## src/rtl/moldudp64_msg_splitter.sv

```systemverilog
// MoldUDP64 header parser and ITCH message splitter, one byte per cycle.
// Define MOLD_SEQ_GAP_CHECK_EN to track expected_seq and flag seq_gap.
module moldudp64_msg_splitter #(
   parameter int MAX_MSG_LEN = 64,
   parameter int LEN_W       = 16
) (
   input  logic             clk,
   input  logic             reset,
   input  logic             in_valid,
   input  logic [7:0]       in_byte,
   input  logic             in_sop,
   input  logic             in_eop,
   output logic             msg_valid,
   output logic [7:0]       msg_byte,
   output logic             msg_first,
   output logic             msg_last,
   output logic [LEN_W-1:0] msg_len,
   output logic [63:0]      msg_seq,
   output logic [79:0]      session,
   output logic             hdr_done,
   output logic             heartbeat,
   output logic             end_session,
   output logic             err_trunc,
   output logic             err_len,
   output logic             err_extra,
   output logic             seq_gap,
   output logic [63:0]      expected_seq
);

   typedef enum logic [2:0] {
      IDLE, HDR, LEN_HI, LEN_LO, BODY, DRAIN
   } state_t;

   state_t      state, state_nx;
   logic [4:0]  hdr_idx, hdr_idx_nx;
   logic [79:0] sess_sh, sess_sh_nx;
   logic [63:0] seq_sh, seq_sh_nx;
   logic [7:0]  cnt_hi, cnt_hi_nx;
   logic [7:0]  len_hi, len_hi_nx;
   logic [15:0] count, count_nx;
   logic [15:0] len, len_nx;
   logic [15:0] rem, rem_nx;
   logic [15:0] msg_idx, msg_idx_nx;
   logic        arm, arm_nx;

   logic             msg_valid_nx, msg_first_nx, msg_last_nx;
   logic [7:0]       msg_byte_nx;
   logic [LEN_W-1:0] msg_len_nx;
   logic [63:0]      msg_seq_nx;
   logic [79:0]      session_nx;
   logic             hdr_done_nx, heartbeat_nx, end_session_nx;
   logic             err_trunc_nx, err_len_nx, err_extra_nx;

   logic [15:0] cnt_full, len_full;
   logic        len_bad, set_done;

   assign cnt_full = {cnt_hi, in_byte};
   assign len_full = {len_hi, in_byte};
   assign len_bad  = (len_full == 16'd0) ||
                     (len_full > 16'(MAX_MSG_LEN));
   assign set_done = (msg_idx + 16'd1) == count;

`ifdef MOLD_SEQ_GAP_CHECK_EN
   logic [63:0] exp_seq, exp_seq_nx;
   logic        known, known_nx;
   logic        seq_gap_nx;
   assign expected_seq = exp_seq;
`else
   assign seq_gap      = 1'b0;
   assign expected_seq = 64'd0;
`endif

   always_comb begin
      state_nx       = state;
      hdr_idx_nx     = hdr_idx;
      sess_sh_nx     = sess_sh;
      seq_sh_nx      = seq_sh;
      cnt_hi_nx      = cnt_hi;
      len_hi_nx      = len_hi;
      count_nx       = count;
      len_nx         = len;
      rem_nx         = rem;
      msg_idx_nx     = msg_idx;
      arm_nx         = arm;
      msg_valid_nx   = 1'b0;
      msg_first_nx   = 1'b0;
      msg_last_nx    = 1'b0;
      msg_byte_nx    = msg_byte;
      msg_len_nx     = msg_len;
      msg_seq_nx     = msg_seq;
      session_nx     = session;
      hdr_done_nx    = 1'b0;
      heartbeat_nx   = 1'b0;
      end_session_nx = 1'b0;
      err_trunc_nx   = 1'b0;
      err_len_nx     = 1'b0;
      err_extra_nx   = 1'b0;
`ifdef MOLD_SEQ_GAP_CHECK_EN
      exp_seq_nx     = exp_seq;
      known_nx       = known;
      seq_gap_nx     = 1'b0;
`endif
      if (in_valid) begin
         if (in_sop && in_eop) begin
            err_trunc_nx = 1'b1;
            state_nx     = IDLE;
         end else if (in_sop) begin
            // a new datagram always wins, even over a half-parsed one
            err_trunc_nx = (state != IDLE) && (state != DRAIN);
            state_nx     = HDR;
            hdr_idx_nx   = 5'd1;
            sess_sh_nx   = {sess_sh[71:0], in_byte};
            arm_nx       = 1'b0;
         end else begin
            case (state)
               HDR: begin
                  hdr_idx_nx = hdr_idx + 5'd1;
                  if (hdr_idx < 5'd10)
                     sess_sh_nx = {sess_sh[71:0], in_byte};
                  else if (hdr_idx < 5'd18)
                     seq_sh_nx = {seq_sh[55:0], in_byte};
                  else if (hdr_idx == 5'd18)
                     cnt_hi_nx = in_byte;
                  if (hdr_idx == 5'd19) begin
                     hdr_done_nx = 1'b1;
                     session_nx  = sess_sh;
                     count_nx    = cnt_full;
                     msg_idx_nx  = 16'd0;
                     arm_nx      = 1'b0;
`ifdef MOLD_SEQ_GAP_CHECK_EN
                     if (!known) begin
                        known_nx   = 1'b1;
                        exp_seq_nx = seq_sh;
                     end else if (seq_sh != exp_seq) begin
                        seq_gap_nx = 1'b1;
                     end
`endif
                     if (cnt_full == 16'h0000) begin
                        heartbeat_nx = 1'b1;
                        state_nx     = in_eop ? IDLE : DRAIN;
                     end else if (cnt_full == 16'hFFFF) begin
                        end_session_nx = 1'b1;
                        state_nx       = in_eop ? IDLE : DRAIN;
                     end else if (in_eop) begin
                        err_trunc_nx = 1'b1;
                        state_nx     = IDLE;
                     end else begin
                        state_nx = LEN_HI;
                     end
                  end else if (in_eop) begin
                     err_trunc_nx = 1'b1;
                     state_nx     = IDLE;
                  end
               end
               LEN_HI: begin
                  len_hi_nx = in_byte;
                  if (in_eop) begin
                     err_trunc_nx = 1'b1;
                     state_nx     = IDLE;
                  end else begin
                     state_nx = LEN_LO;
                  end
               end
               LEN_LO: begin
                  if (len_bad) begin
                     err_len_nx = 1'b1;
                     arm_nx     = 1'b0;
                     state_nx   = in_eop ? IDLE : DRAIN;
                  end else if (in_eop) begin
                     err_trunc_nx = 1'b1;
                     state_nx     = IDLE;
                  end else begin
                     len_nx     = len_full;
                     rem_nx     = len_full;
                     msg_len_nx = LEN_W'(len_full);
                     msg_seq_nx = seq_sh + {48'd0, msg_idx};
                     state_nx   = BODY;
                  end
               end
               BODY: begin
                  msg_valid_nx = 1'b1;
                  msg_byte_nx  = in_byte;
                  msg_first_nx = (rem == len);
                  msg_last_nx  = (rem == 16'd1);
                  if (rem == 16'd1) begin
                     msg_idx_nx = msg_idx + 16'd1;
`ifdef MOLD_SEQ_GAP_CHECK_EN
                     exp_seq_nx = msg_seq + 64'd1;
                     known_nx   = 1'b1;
`endif
                     if (set_done) begin
                        state_nx = in_eop ? IDLE : DRAIN;
                        arm_nx   = !in_eop;
                     end else if (in_eop) begin
                        err_trunc_nx = 1'b1;
                        state_nx     = IDLE;
                     end else begin
                        state_nx = LEN_HI;
                     end
                  end else begin
                     rem_nx = rem - 16'd1;
                     if (in_eop) begin
                        err_trunc_nx = 1'b1;
                        state_nx     = IDLE;
                     end
                  end
               end
               DRAIN: begin
                  if (arm) begin
                     err_extra_nx = 1'b1;
                     arm_nx       = 1'b0;
                  end
                  if (in_eop)
                     state_nx = IDLE;
               end
               default: ;
            endcase
         end
      end
   end

   always_ff @(posedge clk) begin
      if (reset) begin
         state       <= IDLE;
         hdr_idx     <= '0;
         sess_sh     <= '0;
         seq_sh      <= '0;
         cnt_hi      <= '0;
         len_hi      <= '0;
         count       <= '0;
         len         <= '0;
         rem         <= '0;
         msg_idx     <= '0;
         arm         <= 1'b0;
         msg_valid   <= 1'b0;
         msg_byte    <= '0;
         msg_first   <= 1'b0;
         msg_last    <= 1'b0;
         msg_len     <= '0;
         msg_seq     <= '0;
         session     <= '0;
         hdr_done    <= 1'b0;
         heartbeat   <= 1'b0;
         end_session <= 1'b0;
         err_trunc   <= 1'b0;
         err_len     <= 1'b0;
         err_extra   <= 1'b0;
      end else begin
         state       <= state_nx;
         hdr_idx     <= hdr_idx_nx;
         sess_sh     <= sess_sh_nx;
         seq_sh      <= seq_sh_nx;
         cnt_hi      <= cnt_hi_nx;
         len_hi      <= len_hi_nx;
         count       <= count_nx;
         len         <= len_nx;
         rem         <= rem_nx;
         msg_idx     <= msg_idx_nx;
         arm         <= arm_nx;
         msg_valid   <= msg_valid_nx;
         msg_byte    <= msg_byte_nx;
         msg_first   <= msg_first_nx;
         msg_last    <= msg_last_nx;
         msg_len     <= msg_len_nx;
         msg_seq     <= msg_seq_nx;
         session     <= session_nx;
         hdr_done    <= hdr_done_nx;
         heartbeat   <= heartbeat_nx;
         end_session <= end_session_nx;
         err_trunc   <= err_trunc_nx;
         err_len     <= err_len_nx;
         err_extra   <= err_extra_nx;
      end
   end

`ifdef MOLD_SEQ_GAP_CHECK_EN
   always_ff @(posedge clk) begin
      if (reset) begin
         exp_seq <= '0;
         known   <= 1'b0;
         seq_gap <= 1'b0;
      end else begin
         exp_seq <= exp_seq_nx;
         known   <= known_nx;
         seq_gap <= seq_gap_nx;
      end
   end
`endif

endmodule

```

## config.mk

```make
export PLATFORM = sky130hd
export DESIGN_NAME = moldudp64_msg_splitter
export DESIGN_NICKNAME = d
export VERILOG_FILES = /design/src/rtl/moldudp64_msg_splitter.sv
export SDC_FILE = /design/constraint.sdc
export NUM_CORES = 1
export LEC_CHECK = 0
export CELL_PAD_IN_SITES_DETAIL_PLACEMENT = 0
export CELL_PAD_IN_SITES_GLOBAL_PLACEMENT = 1
export CORE_MARGIN = 2
export CORE_UTILIZATION = 36
export CTS_CLUSTER_SIZE = 24
export DETAILED_ROUTE_END_ITERATION = 7
export GPL_TIMING_DRIVEN = 0
export PLACE_DENSITY_LB_ADDON = 0.1
export SLEW_MARGIN = 20
export SYNTH_ARGS = -nofsm -noshare
export SYNTH_HDL_FRONTEND = slang
export SYNTH_SLANG_ARGS = --single-unit
```

## constraint.sdc

```tcl
create_clock -name clk -period 2.65 [get_ports clk]
set_input_delay 0.53 -clock clk [delete_from_list [all_inputs] [get_ports clk]]
set_output_delay 0.53 -clock clk [all_outputs]
set_load 0.005 [all_outputs]
```

==> flow_summary.toml <==
[status]
status = "complete, but fails checks"
violations = "negative setup slack"

[logic_synthesis]
ys_seq_area_frac = 0.4513
ys_dominant_reg_cell = "dfxtp_1"
synth_cells = 2244
ys_top_cells_by_count = "604 x nand2_1, 394 x dfxtp_1, 355 x a21oi_1"
yosysWarnings = 0
syn_area_um2 = 17480
synth_cell_type_count = 75
yosysTopAreaCell = "dfxtp_1"
synth-seq-cells = 394
yosysMostFrequentCell = "nand2_1"
syn_avg_cell_area_um2 = 7.788
yosysTopAreaCellShare = 0.4513
synth_enable_flop_cells = 0
synth_area_leaders = "dfxtp_1 45%, nand2_1 13%, a21oi_1 10%"
async_reset_ff_frac = 0

[clocking]
cts_buffer_depth = 3
cts_hold_buf = 0
cts_tree = "yes"
root_buffer = "clkbuf_16"
clk_latency_ns = 0.57
htree_levels = 2
cts.sinks = 394
clkTransAtPathRegs_ns = 0.06
cts_inserted_buffers = 44

[final_layout]
seqCellArea_um2 = 7924
multiInputGateArea_um2 = 9371
n_fill_cell = 4793
final_cells = 3201
layout.nets = 2594
layout-drive-gt1-share = 0.1295
syn_to_final_growth_pct = 30.64
final_util = 0.4771
antennaDiodeCount = 0
final_area_um2 = 22830

[setup_path]
crit_start = "msg_idx[0]"
crit_chain = "ha_4 > inv_2 > fa_2 > nand2b_4 > a21oi_4 > o31ai_4 > a31oi_4 > a32oi_4 > clkbuf_8 > nor3_1 > xnor2_1 > a211oi_1"
cp-end-kind = "flip-flop"
cp.required_ns = 3.12
startpoint_type = "flip-flop"
cp_slowest_stage_delay_ns = 0.45
cp_slowest_cell = "a32oi_4"
arrival_ns = 3.18
reg2reg_slack_ns = -0.06
regToRegStartpoint = "msg_idx[0]"
worstPathMaxFanout = 7
critPathKind = "reg -> reg"

[placement]
placed_cells = 3104
port_buffers = 181
hpwl_um = 43870
placed_cell_area_um2 = 20360
gp_congestion = 0.8984

[route]
first_iter_violations = 975
routed_wl_um = 60040
ant_nets = 0
routedWlPerCell_um = 18.76
vias = 16600
first_pass_iters = 5
via_per_inst = 5.186
drt_drc_violations_left = 0

[sta]
max_freq_mhz = 369.5
whs_ns = 0.4515
relSlewSlack = 0.3067
skew_ns = 0.01196
layout_min_cycle_time_ns = 2.706
rsz0062_at_grt = "true"
hold_viol = 0
fin_crit_sh = 1.021
setup_tns_ns = -0.2061
layout_setup_ws_ns = -0.05639
drv_slew = 0
tightest_slew_ns = 1.040
finalSetupViolCount = 10

[global_route]
antenna_found_initial = 2
grt_pass1_wl_um = 92250
gr-total-overflow = 0
grt_pass1_vias = 16140
grt_util_all_layers = 0.2328
grt_max_degree = 20

[floorplan]
fp.dieW_um = 224.3
num_rows = 80
dieArea_um2 = 50320
die-height_um = 224.3
initial_core_util = 0.3652
core_um2 = 47850
io_pins = 255

[pwr]
ir_drop_mv = 0.4156
p_leak_nw = 8.148
powerDensity_nw_per_um2 = 546.9

[hold_path]
hp-start = "sess_sh[76]"
hp-class = "reg -> reg"

[run]
drv_cap = 0
## state kept, by name (all words and copies together), names as in the netlist, 3 cells and up
name,count
rem,16
seq_sh,64
hdr_idx,5
cnt_hi,8
count,16
len_hi,8
state,3
msg_seq,64
msg_byte,8
msg_idx,16
session,80
len,16
sess_sh,80
## worst max-delay path, delay by kind of cell, from the launching register on
family,cells,cell delay (ns)
DFF,1,0.37
AOI/OAI and AO/OA,5,1.17
xor gates and xnor gates,1,0.16
buffers and inverters,2,0.34
and+or+nand+nor,2,0.20
adders and majority gates,2,0.37
## power breakdown
group	switching (mW)	leakage, nW	total, mW	internal [mW]
clock	2.47	0.703	6.11	3.64
combinational	0.309	4.26	0.433	0.124
sequential	0.0113	3.18	5.94	5.93
total	2.79	8.15	12.5	9.70
## placed cells by master, fill, tap and decap left out, types with 14 or more instances in the layout
cell type / count
a211oi_1: 18
clkbuf_16: 47
dfxtp_1: 377
clkdlybuf4s50_1: 181
nand3_1: 34
nand4_1: 16
mux2i_1: 20
nor4_1: 14
nor2_1: 93
nor3_1: 27
and3_1: 27
o21ai_0: 69
xor2_1: 39
clkbuf_1: 106
a21oi_1: 351
conb_1: 65
a31oi_1: 16
xnor2_1: 35
clkbuf_2: 30
buf_4: 92
nand2_1: 599
inv_1: 15
## per-stage QoR
stage	total power, mW	setup slack (ns)
2_1_floorplan	6.351	0.05567
3_3_place_gp	6.496	-1.675
3_5_place_dp	6.497	-1.690
4_1_cts	12.61	-0.06609
5_1_grt	12.85	-0.1408
6_report	12.49	-0.05639
## routing by layer
metal	vias up	track usage	routed length, um
li1	8181	-	-
met1	7881	0.2961	26430
met2	426	0.3940	28390
met3	107	0.04572	3365
met4	4	0.07968	1828
met5	-	0	32
## final timing paths
path	endpoint	cells after the start
max	msg_seq[34]	12
min	session[76]	2
max reg2reg	msg_seq[34]	12
min reg2reg	session[76]	2
## area by class of cell
class	count	area share
multi-input cells	1677	0.4105
flip-flops and latches	394	0.3471
repair buffers	212	0.09109
clock buffers	64	0.05645
plain buffers	213	0.05256
well taps	615	0.03371
clock inverters	10	0.005974
inverters	16	0.002631
## what timing repair did
item                       CTS  global route
setup endpoints to repair  287           337
buffers inserted            20             9
pin swaps                   49            31
gates cloned                 3             0
resized for setup          131            98
## logic make-up (layout without fill, tap and decap cells)
group	Yosys count	after routing	share of synthesized area
buffers and inverters	237	515	0.06630
AO/OA/AOI/OAI	547	547	0.1754
flip-flops	394	394	0.4513
other	1	65	0.0002146
adder cells (fa/ha/maj)	23	23	0.01690
AND/OR/NAND/NOR	937	937	0.2355
multiplexers	22	22	0.01274
XOR/XNOR	83	83	0.04160
Power figures use the tool's default switching activity.
